**config.mk**
```make
export PLATFORM = sky130hd
export DESIGN_NAME = serial_mag_comp_ctrl
export DESIGN_NICKNAME = d
export VERILOG_FILES = /design/src/rtl/serial_mag_comp_ctrl.sv
export SDC_FILE = /design/constraint.sdc
export NUM_CORES = 1
export LEC_CHECK = 0
export ABC_CLOCK_PERIOD_IN_PS = 2290
export CAP_MARGIN = 0
export CELL_PAD_IN_SITES_DETAIL_PLACEMENT = 1
export CELL_PAD_IN_SITES_GLOBAL_PLACEMENT = 1
export CORE_MARGIN = 8
export CORE_UTILIZATION = 37
export DETAILED_ROUTE_END_ITERATION = 10
export GPL_ROUTABILITY_DRIVEN = 0
export PLACE_DENSITY_LB_ADDON = 0.1
export SETUP_SLACK_MARGIN = 0.4
export SKIP_CTS_REPAIR_TIMING = 1
export SLEW_MARGIN = 20
export SYNTH_ARGS = -nofsm -noshare
export SYNTH_HDL_FRONTEND = slang
export SYNTH_SLANG_ARGS = --single-unit
```
**constraint.sdc**
```tcl
create_clock -name clk -period 2.29 [get_ports clk]
set_input_delay 0.3435 -clock clk [delete_from_list [all_inputs] [get_ports clk]]
set_output_delay 0.3435 -clock clk [all_outputs]
set_load 0.03 [all_outputs]
```
**src/rtl/serial_mag_comp_ctrl.sv**
```systemverilog
// Bit-serial magnitude comparator: walks a 1-bit compare cell over two captured
// operands MSB first and reports registered L/G/E flags with a one-cycle done pulse.
module serial_mag_comp_ctrl #(
  parameter int WIDTH      = 8,
  parameter int EARLY_EXIT = 1,
  localparam int IW        = (WIDTH > 1) ? $clog2(WIDTH) : 1
) (
  input  logic             clk,
  input  logic             rst_n,
  input  logic             start,
  input  logic [WIDTH-1:0] a,
  input  logic [WIDTH-1:0] b,
  output logic             busy,
  output logic             done,
  output logic             L,
  output logic             G,
  output logic             E,
  output logic [IW-1:0]    bit_idx
);

  typedef enum logic [1:0] {S_IDLE, S_SCAN, S_DONE} state_t;

  state_t           state_q;
  logic [WIDTH-1:0] ra_q, rb_q;
  logic [IW-1:0]    idx_q;
  logic             seen_q, gt_seen_q;
  logic             busy_q, done_q, l_q, g_q, e_q;

  logic cell_g, cell_l, gt_fin, lt_fin;

  assign cell_g = ra_q[idx_q] & ~rb_q[idx_q];
  assign cell_l = ~ra_q[idx_q] & rb_q[idx_q];
  // The first differing bit wins; lower bits only matter if nothing was seen yet.
  assign gt_fin = seen_q ? gt_seen_q  : cell_g;
  assign lt_fin = seen_q ? ~gt_seen_q : cell_l;

  always_ff @(posedge clk or negedge rst_n) begin
    if (!rst_n) begin
      state_q   <= S_IDLE;
      ra_q      <= '0;
      rb_q      <= '0;
      idx_q     <= '0;
      seen_q    <= 1'b0;
      gt_seen_q <= 1'b0;
      busy_q    <= 1'b0;
      done_q    <= 1'b0;
      l_q       <= 1'b0;
      g_q       <= 1'b0;
      e_q       <= 1'b0;
    end else begin
      case (state_q)
        S_IDLE: begin
          done_q <= 1'b0;
          if (start) begin
            ra_q    <= a;
            rb_q    <= b;
            idx_q   <= IW'(WIDTH - 1);
            seen_q  <= 1'b0;
            busy_q  <= 1'b1;
            state_q <= S_SCAN;
          end
        end
        S_SCAN: begin
          if (EARLY_EXIT != 0 && (cell_g || cell_l)) begin
            l_q     <= cell_l;
            g_q     <= cell_g;
            e_q     <= 1'b0;
            done_q  <= 1'b1;
            state_q <= S_DONE;
          end else if (idx_q == '0) begin
            l_q     <= lt_fin;
            g_q     <= gt_fin;
            e_q     <= ~(lt_fin | gt_fin);
            done_q  <= 1'b1;
            state_q <= S_DONE;
          end else begin
            idx_q <= idx_q - 1'b1;
            if (!seen_q && (cell_g || cell_l)) begin
              seen_q    <= 1'b1;
              gt_seen_q <= cell_g;
            end
          end
        end
        S_DONE: begin
          done_q  <= 1'b0;
          busy_q  <= 1'b0;
          state_q <= S_IDLE;
        end
        default: state_q <= S_IDLE;
      endcase
    end
  end

  assign busy    = busy_q;
  assign done    = done_q;
  assign L       = l_q;
  assign G       = g_q;
  assign E       = e_q;
  assign bit_idx = idx_q;

endmodule

```
==> summary.txt, run 1 <==
STA
  – Worst-Margin Slew: 0.360 ns
  – Period Utilization, post-route: 0.947
  – Tmin final: 2.17 ns
  – Setup_tns: 0 ns
  – Final Skew: 0.0101 ns
  – Finish-stage setup viols: 0
  – Final slew viol count: 0
  – F_max: 461 MHz
  – Final hold violations: 0
  – RSZ-0062 raised after global routing: true
  – Slew HR: 0.760
  – Final worst slack: 0.122 ns

Job
  – Max Cap Viol: 0

Logic synthesis
  – Area leader, netlist: dfrtp_1
  – Cell area after synthesis: 1390 µm²
  – Yosys cell types: 28
  – Post-Syn Area per Cell: 13.4 µm²
  – Register area share after synthesis: 0.503
  – Area contributors post-synth: dfrtp_1, mux2_4, mux2_2
  – Post-Syn Instances: 104
  – Share of the synthesized area in the top cell type: 0.503
  – Net Count, Synth: 127
  – YS warnings: 0
  – Synth Register Bits: 28

Worst setup path
  – Slowest cell on the critical path: mux4_2
  – Critical path startpoint category: flip-flop
  – Reg2Reg Setup Slack: 0.12 ns
  – Largest incremental delay on the critical path: 0.52 ns
  – Critical path, cell by cell: mux4_2, nand2_2, and2_4, ha_4, nand2_4, mux2_4, mux2_4
  – Delay-heaviest family, CP: multiplexers
  – Critical Path Fanout Max: 5
  – Setup crit end kind: flip-flop
  – Bufs and invs on worst path: 0
  – WP data required: 2.45 ns
  – CP Class: flip-flop to flip-flop
  – Most used cell, CP: mux2_4
  – CP arrival: 2.33 ns

Clocking
  – Root Driver: clkbuf_8
  – TritonCTS Sinks: 28
  – H-tree levels: 1
  – Clk_lat worst skew: 0.28 ns
  – Number of CTS-inserted buffers: 3
  – Worst-path clk slew: 0.10 ns
  – Clk buf depth: 2
  – TritonCTS clock tree: built

Global routing
  – Vias in the first global route: 1059
  – GRT Overall Usage: 0.103
  – GRT Residual Overflow: 0
  – Antenna violations before repair: 0
  – Largest net degree at the start of global routing: 29
  – First-pass GRT wire length: 4970 µm

Power
  – IR Drop Worst-Case VDD: 0.568 mV
  – Leak: 0.821 nW
  – Power Total: 2.77 mW
  – PD cells: 1510 nW/µm²

Placement
  – Buffers on Ports: 26
  – Post-DP HPWL: 2310 µm
  – Pre-CTS WS: 0.0384 ns

Die
  – Row Count: 22
  – IO Pins: 27
  – Die Y: 77.4 µm
  – Core ar.: 3630 µm²
  – Starting Density: 0.384
  – Die area: 5990 µm²
  – Die width: 77.4 µm

Cells and area
  – Commonest non-fill, non-tap cell in the layout: dfrtp_1
  – Antenna fix cells: 0
  – Most frequent cells in the layout: dfrtp_1, clkdlybuf4s50_1, mux2_4
  – Nets: 159
  – Layout cells sized above 1: 0.370
  – Number of fill cells: 389
  – Layout Area Growth over Synthesis: 31.6%

Route
  – Drt drc: 0
  – ANT nets after route: 0
  – Vias: 896
  – WL final: 3010 µm
  – Via density per instance: 4.90
  – Routed length per instance: 16.4 µm
  – DR iter-0 viols: 25
  – DR pass1 iterations: 4

Hold path
  – Hold WC Path Type: flip-flop to flip-flop

Run status
  – Status: completed
## cells in the mapped netlist
cell,instances
o21ba_2,1
a21oi_2,1
nor4b_1,1
mux2_2,11
a21o_2,1
ha_1,4
buf_6,1
and2_1,3
buf_2,2
mux2i_1,1
nand2b_1,2
mux2_4,9
nand3_1,2
mux4_2,4
clkbuf_1,2
inv_1,5
a21oi_1,1
and2b_2,1
nand2_1,8
buf_12,1
nor2b_2,1
o22ai_1,1
nor2_1,6
nor2b_4,1
a211oi_1,3
a311oi_1,1
dfrtp_1,28
a31oi_1,2
## final timing paths
check | from | endpoint | cells after the start
hold reg to reg | gt_seen_q | gt_seen_q | 0
setup / recovery | bit_idx[0] | G | 7
max in group asynchronous | rst_n | bit_idx[0] | 2
min in group asynchronous | rst_n | busy | 2
setup reg to reg | bit_idx[0] | G | 7
hold / removal | gt_seen_q | gt_seen_q | 0
## per-layer routing
metal / vias up / track usage / part of all wire
met2: 20 / 0.178 / 0.52
li1: 426 / - / -
met1: 446 / 0.115 / 0.42
met5: - / 0 / 0
met3: 4 / 0.0253 / 0.045
met4: 0 / 0.0509 / 0.017
## stage by stage
stage                     cell area, µm²  hold WS (ns)  utilization  instances
after floorplan                     1420        0.0479            -        104
after global placement              1720         0.398        0.473        177
final                               1830         0.412        0.505        183
after CTS                           1760         0.424        0.486        181
after global routing                1830         0.429        0.505        183
after detailed placement            1720         0.403        0.473        177
## state kept, by name, indices dropped and copies added, names as in the netlist, 2 cells and up
signal	flops
ra_q	8
rb_q	8
bit_idx	3
state_q	2
## cell families (layout without fill, tap and decap cells)
group | Yosys count | count (layout) | share of synthesized area
fa+ha+maj | 4 | 4 | 0.0359
simple gates | 25 | 25 | 0.0961
compound gates | 11 | 11 | 0.0592
mux | 25 | 25 | 0.258
flops | 28 | 28 | 0.503
buf+inv | 11 | 42 | 0.0485
## where the power goes
part / switching [mW] / total [mW] / internal, mW / leakage (nW)
clock: 0.155 / 0.279 / 0.125 / 0.0228
sequential: 0.174 / 0.887 / 0.713 / 0.332
combinational: 0.700 / 1.60 / 0.903 / 0.467
total: 1.03 / 2.77 / 1.74 / 0.821
## final cells by class
cell class | count | area, µm² | share of cell area
Sequential cell | 28 | 702 | 0.383
Multi-Input combinational cell | 65 | 687 | 0.374
Timing Repair Buffer | 33 | 322 | 0.175
Tap cell | 48 | 60.1 | 0.0327
Clock buffer | 4 | 45.0 | 0.0246
Inverter | 5 | 18.8 | 0.0102
Power figures use the tool's default switching activity.
==> inputs of run 2 (changes only) <==
--- a/config.mk
+++ b/config.mk
@@ -5,7 +5,6 @@
 export SDC_FILE = /design/constraint.sdc
 export NUM_CORES = 1
 export LEC_CHECK = 0
-export ABC_CLOCK_PERIOD_IN_PS = 2290
 export CAP_MARGIN = 0
 export CELL_PAD_IN_SITES_DETAIL_PLACEMENT = 1
 export CELL_PAD_IN_SITES_GLOBAL_PLACEMENT = 1
@@ -20,3 +19,4 @@
 export SYNTH_ARGS = -nofsm -noshare
 export SYNTH_HDL_FRONTEND = slang
 export SYNTH_SLANG_ARGS = --single-unit
+export TNS_END_PERCENT = 30
==> run 2 against run 1 <==
  * Final cell count decreased by 1.1%
  * Sequential share of layout area increased by 0.34 points
  * Register-to-register slack about the same
  * Count of clock-buffer cells in the layout unchanged
  * Clock skew decreased by 0.0040 ns
  * Critical path depth unchanged
  * Total power about the same
  * Sequential cell count unchanged
  * Critical endpoint unchanged
==> summary.txt, run 2 (synthesis gave the netlist of run 1 again) <==
Route
  – Via density per instance: 4.96
  – WL final: 2940 µm
  – Routed length per instance: 16.2 µm
  – DR iter-0 viols: 25
  – Vias: 897
  – ANT nets after route: 0
  – Drt drc: 0
  – DR pass1 iterations: 2

Worst setup path
  – Worst flop-to-flop path startpoint: bit_idx[0]
  – CP arrival: 2.34 ns
  – CP Class: flip-flop to flip-flop
  – Critical Path Fanout Max: 6
  – WP data required: 2.45 ns
  – Worst setup startpoint: bit_idx[0]
  – Critical path startpoint category: flip-flop
  – Setup crit end kind: flip-flop

STA
  – Worst-Margin Slew: 0.368 ns
  – Final hold violations: 0
  – Hold WS: 0.412 ns
  – Slew HR: 0.751
  – Final Skew: 0.00610 ns
  – Period Utilization, post-route: 0.953
  – F_max: 458 MHz
  – RSZ-0062 raised after global routing: true
  – Final slew viol count: 0
  – Tmin final: 2.18 ns
  – Finish-stage setup viols: 0
  – Final worst slack: 0.109 ns

Die
  – Die area: 5990 µm²
  – Starting Density: 0.384
  – Die Y: 77.4 µm
  – Die width: 77.4 µm
  – Row Count: 22
  – Core ar.: 3630 µm²
  – IO Pins: 27

Clocking
  – TritonCTS clock tree: built
  – H-tree levels: 1
  – Clk_lat worst skew: 0.27 ns
  – Worst-path clk slew: 0.09 ns
  – Root Driver: clkbuf_8
  – TritonCTS Sinks: 28
  – Number of CTS-inserted buffers: 3
  – Clk buf depth: 2

Power
  – Leak: 0.810 nW
  – Power Total: 2.77 mW
  – IR Drop Worst-Case VDD: 0.586 mV
  – PD cells: 1520 nW/µm²

Global routing
  – First-pass GRT wire length: 5050 µm
  – GRT Overall Usage: 0.103
  – Largest net degree at the start of global routing: 29
  – Vias in the first global route: 1052
  – GRT Residual Overflow: 0
  – Antenna violations before repair: 0

Hold path
  – Hold WC Path Type: flip-flop to flip-flop
  – Hold Crit Start: gt_seen_q

Cells and area
  – Most frequent cells in the layout: dfrtp_1, clkdlybuf4s50_1, mux2_4
  – Antenna fix cells: 0
  – Layout Area Growth over Synthesis: 30.4%
  – Number of fill cells: 400
  – Commonest non-fill, non-tap cell in the layout: dfrtp_1
  – Finished Core Util: 0.500
  – Nets: 157
  – Non-Filler Instances: 181
  – Layout cells sized above 1: 0.368

Placement
  – Cells after DPL: 177
  – Post-DP HPWL: 2300 µm
  – Buffers on Ports: 26
  – Pre-CTS WS: 0.0377 ns

Job
  – Max Cap Viol: 0

Run status
  – Status: completed
## run 2: critical path, cell delays in order (launching register included)
cell and delay [ns]:
dfrtp_2 0.46, mux4_2 0.53, nand2_2 0.09, and2_4 0.15, ha_4 0.22, nand2_4 0.07, mux2_4 0.29, mux2_4 0.25
## run 2: final cells by class
| cell class | count | area (µm²) | area share |
|---|---|---|---|
| well taps | 48 | 60.1 | 0.0330 |
| flip-flops and latches | 28 | 702 | 0.386 |
| clock buffers | 4 | 55.1 | 0.0303 |
| repair buffers | 31 | 298 | 0.164 |
| inverters | 5 | 18.8 | 0.0103 |
| multi-input cells | 65 | 684 | 0.376 |
## run 2: where the power goes
group / internal [mW] / leakage (nW) / switching [mW]
combinational: 0.890 / 0.450 / 0.686
sequential: 0.713 / 0.332 / 0.176
clock: 0.154 / 0.0288 / 0.149
total: 1.76 / 0.810 / 1.01
## run 2: metrics by stage
stage          setup TNS (ns)  cell area [µm²]
3_5_place_dp                0             1720
6_report                    0             1820
4_1_cts                     0             1770
2_1_floorplan          -0.196             1420
3_3_place_gp                0             1720
5_1_grt                     0             1820
## run 2: routing by layer
layer	wire, µm	vias to the layer above	part of all wire	GRT usage
li1	-	420	-	-
met1	1260	452	0.43	0.120
met2	1530	21	0.52	0.183
met3	106	4	0.036	0.0242
met4	38	0	0.013	0.0340
met5	0	-	0	0
## run 2: final timing paths
path	to	slack, ns	depth (start not counted)
max in group asynchronous	bit_idx[0]	1.57	2
max reg2reg	G	0.11	7
min	gt_seen_q	0.41	0
min in group asynchronous	busy	0.44	2
min reg2reg	gt_seen_q	0.41	0
max	G	0.11	7
==> inputs of run 3 (changes only) <==
==> constraint.sdc (replaced) <==
create_clock -name clk -period 1.82 [get_ports clk]
set_input_delay 0.273 -clock clk [delete_from_list [all_inputs] [get_ports clk]]
set_output_delay 0.273 -clock clk [all_outputs]
set_load 0.03 [all_outputs]
==> run 3 against run 2 <==
  * The flow now finishes with violations (setup timing)
  * Worst setup slack lost 0.45 ns
  * Hold slack got worse by 0.035 ns
  * Clock power rose by 25%
  * Total power up 41%
  * Count of clock-buffer cells in the layout stayed put
  * Routed wire length up 6.6%
  * Clock skew down 0.0027 ns
  * Final cell count grew 6.6%
  * Global-route usage about the same
  * Sequential cell count unchanged
==> summary.txt, run 3 (synthesis gave the netlist of run 1 again) <==
Run status
  – Status: finished with violations
  – Failing checks: setup timing

Die
  – Die Y: 77.4 µm
  – Row Count: 22
  – Die width: 77.4 µm
  – Starting Density: 0.384
  – Die area: 5990 µm²
  – Core ar.: 3630 µm²
  – IO Pins: 27

Route
  – Via density per instance: 4.89
  – WL final: 3130 µm
  – DR pass1 iterations: 2
  – ANT nets after route: 0
  – Vias: 944
  – Drt drc: 0
  – Routed length per instance: 16.2 µm
  – DR iter-0 viols: 28

STA
  – Setup_tns: -1.92 ns
  – F_max: 463 MHz
  – Tmin final: 2.16 ns
  – Finish-stage setup viols: 9
  – Worst-Margin Slew: 0.369 ns
  – Final worst slack: -0.341 ns
  – Period Utilization, post-route: 1.19
  – Slew HR: 0.754
  – Final slew viol count: 0
  – Final Skew: 0.00335 ns
  – Final hold violations: 0
  – RSZ-0062 raised after global routing: true

Worst setup path
  – FF-to-FF path depth: 7
  – Critical path, cell by cell: mux4_2, nand2_2, and2_4, ha_4, nand2_4, mux2_4, mux2_4
  – CP arrival: 2.32 ns
  – Reg2reg end: G
  – Reg2Reg Setup Slack: -0.34 ns
  – Critical path startpoint category: flip-flop
  – Slowest cell on the critical path: mux4_2
  – Largest incremental delay on the critical path: 0.52 ns
  – WP data required: 1.98 ns
  – Most used cell, CP: mux2_4
  – Worst flop-to-flop path startpoint: bit_idx[0]
  – CP Class: flip-flop to flip-flop
  – Critical Path Fanout Max: 5
  – Setup crit end kind: flip-flop

Cells and area
  – Final Instance Area: 1970 µm²
  – FF+latch area: 702 µm²
  – Antenna fix cells: 0
  – Layout cells sized above 1: 0.476
  – Number of fill cells: 398
  – Nets: 169
  – Multi-input gate area: 718 µm²
  – Commonest non-fill, non-tap cell in the layout: dfrtp_1
  – Most frequent cells in the layout: dfrtp_1, clkdlybuf4s50_1, buf_4
  – Finished Core Util: 0.541
  – Layout Area Growth over Synthesis: 41.0%
  – Non-Filler Instances: 193

Placement
  – Post-DP HPWL: 2370 µm
  – Cells after DPL: 188
  – Buffers on Ports: 26
  – Post-DP Area: 1810 µm²

Clocking
  – TritonCTS Sinks: 28
  – Number of CTS-inserted buffers: 3
  – H-tree levels: 1
  – TritonCTS clock tree: built
  – Root Driver: clkbuf_8
  – Clk buf depth: 2
  – Worst-path clk slew: 0.09 ns
  – Clk_lat worst skew: 0.27 ns

Job
  – Max Cap Viol: 0

Global routing
  – Largest net degree at the start of global routing: 29
  – GRT Residual Overflow: 0
  – Antenna violations before repair: 0
  – Vias in the first global route: 1093
  – First-pass GRT wire length: 5100 µm
  – GRT Overall Usage: 0.103

Hold path
  – Hold WC Path Type: input port to asynchronous set/reset pin

Power
  – Power Total: 3.90 mW
  – PD cells: 1980 nW/µm²
  – Leak: 0.942 nW
  – IR Drop Worst-Case VDD: 0.873 mV
[run 3: cell count changes in the layout (fill, tap and decap cells not counted), moves of 3 or more]
cell,delta
buf_4,+9
buf_6,+3
clkdlybuf4s50_1,-8
dlymetal6s2s_1,+5
[run 3: worst max-delay path by stage]
stage	startpoint	to	slack (ns)	depth (start not counted)
2_1_floorplan	bit_idx[0]	G	-0.55	9
3_3_place_gp	bit_idx[0]	E	-0.43	6
3_5_place_dp	bit_idx[0]	L	-0.45	6
4_1_cts	bit_idx[0]	L	-0.47	6
5_1_grt	bit_idx[0]	G	-0.43	7
6_report	bit_idx[0]	G	-0.34	7
[run 3: report_power, final]
part           switching (mW)  leakage (nW)  internal (mW)
clock network           0.186        0.0288          0.194
registers               0.216         0.332          0.897
logic                   0.976         0.582           1.43
total                    1.38         0.942           2.52
[run 3: area by class of cell]
class,instances,share of cell area
multi-input combinational,65,0.365
sequential,28,0.357
tap,48,0.0306
timing repair buffer,43,0.209
inverter,5,0.00955
clock buffer,4,0.0280
[run 3: worst max-delay path: cells and delay by family, from the launching register on]
kind	cells	cell delay (ns)
simple gates	3	0.30
fa+ha+maj	1	0.22
flops	1	0.46
mux	3	1.06
[run 3: stage by stage]
step	hold WS, ns	worst slack [ns]
final	0.377	-0.341
after CTS	0.394	-0.473
after global routing	0.409	-0.425
after global placement	0.392	-0.431
after floorplan	-0.0226	-0.546
after detailed placement	0.399	-0.453
[run 3: layer usage]
metal	track usage	wire length, µm
met1	0.120	1380
met2	0.184	1610
met3	0.0253	111
met4	0.0283	27
met5	0	0
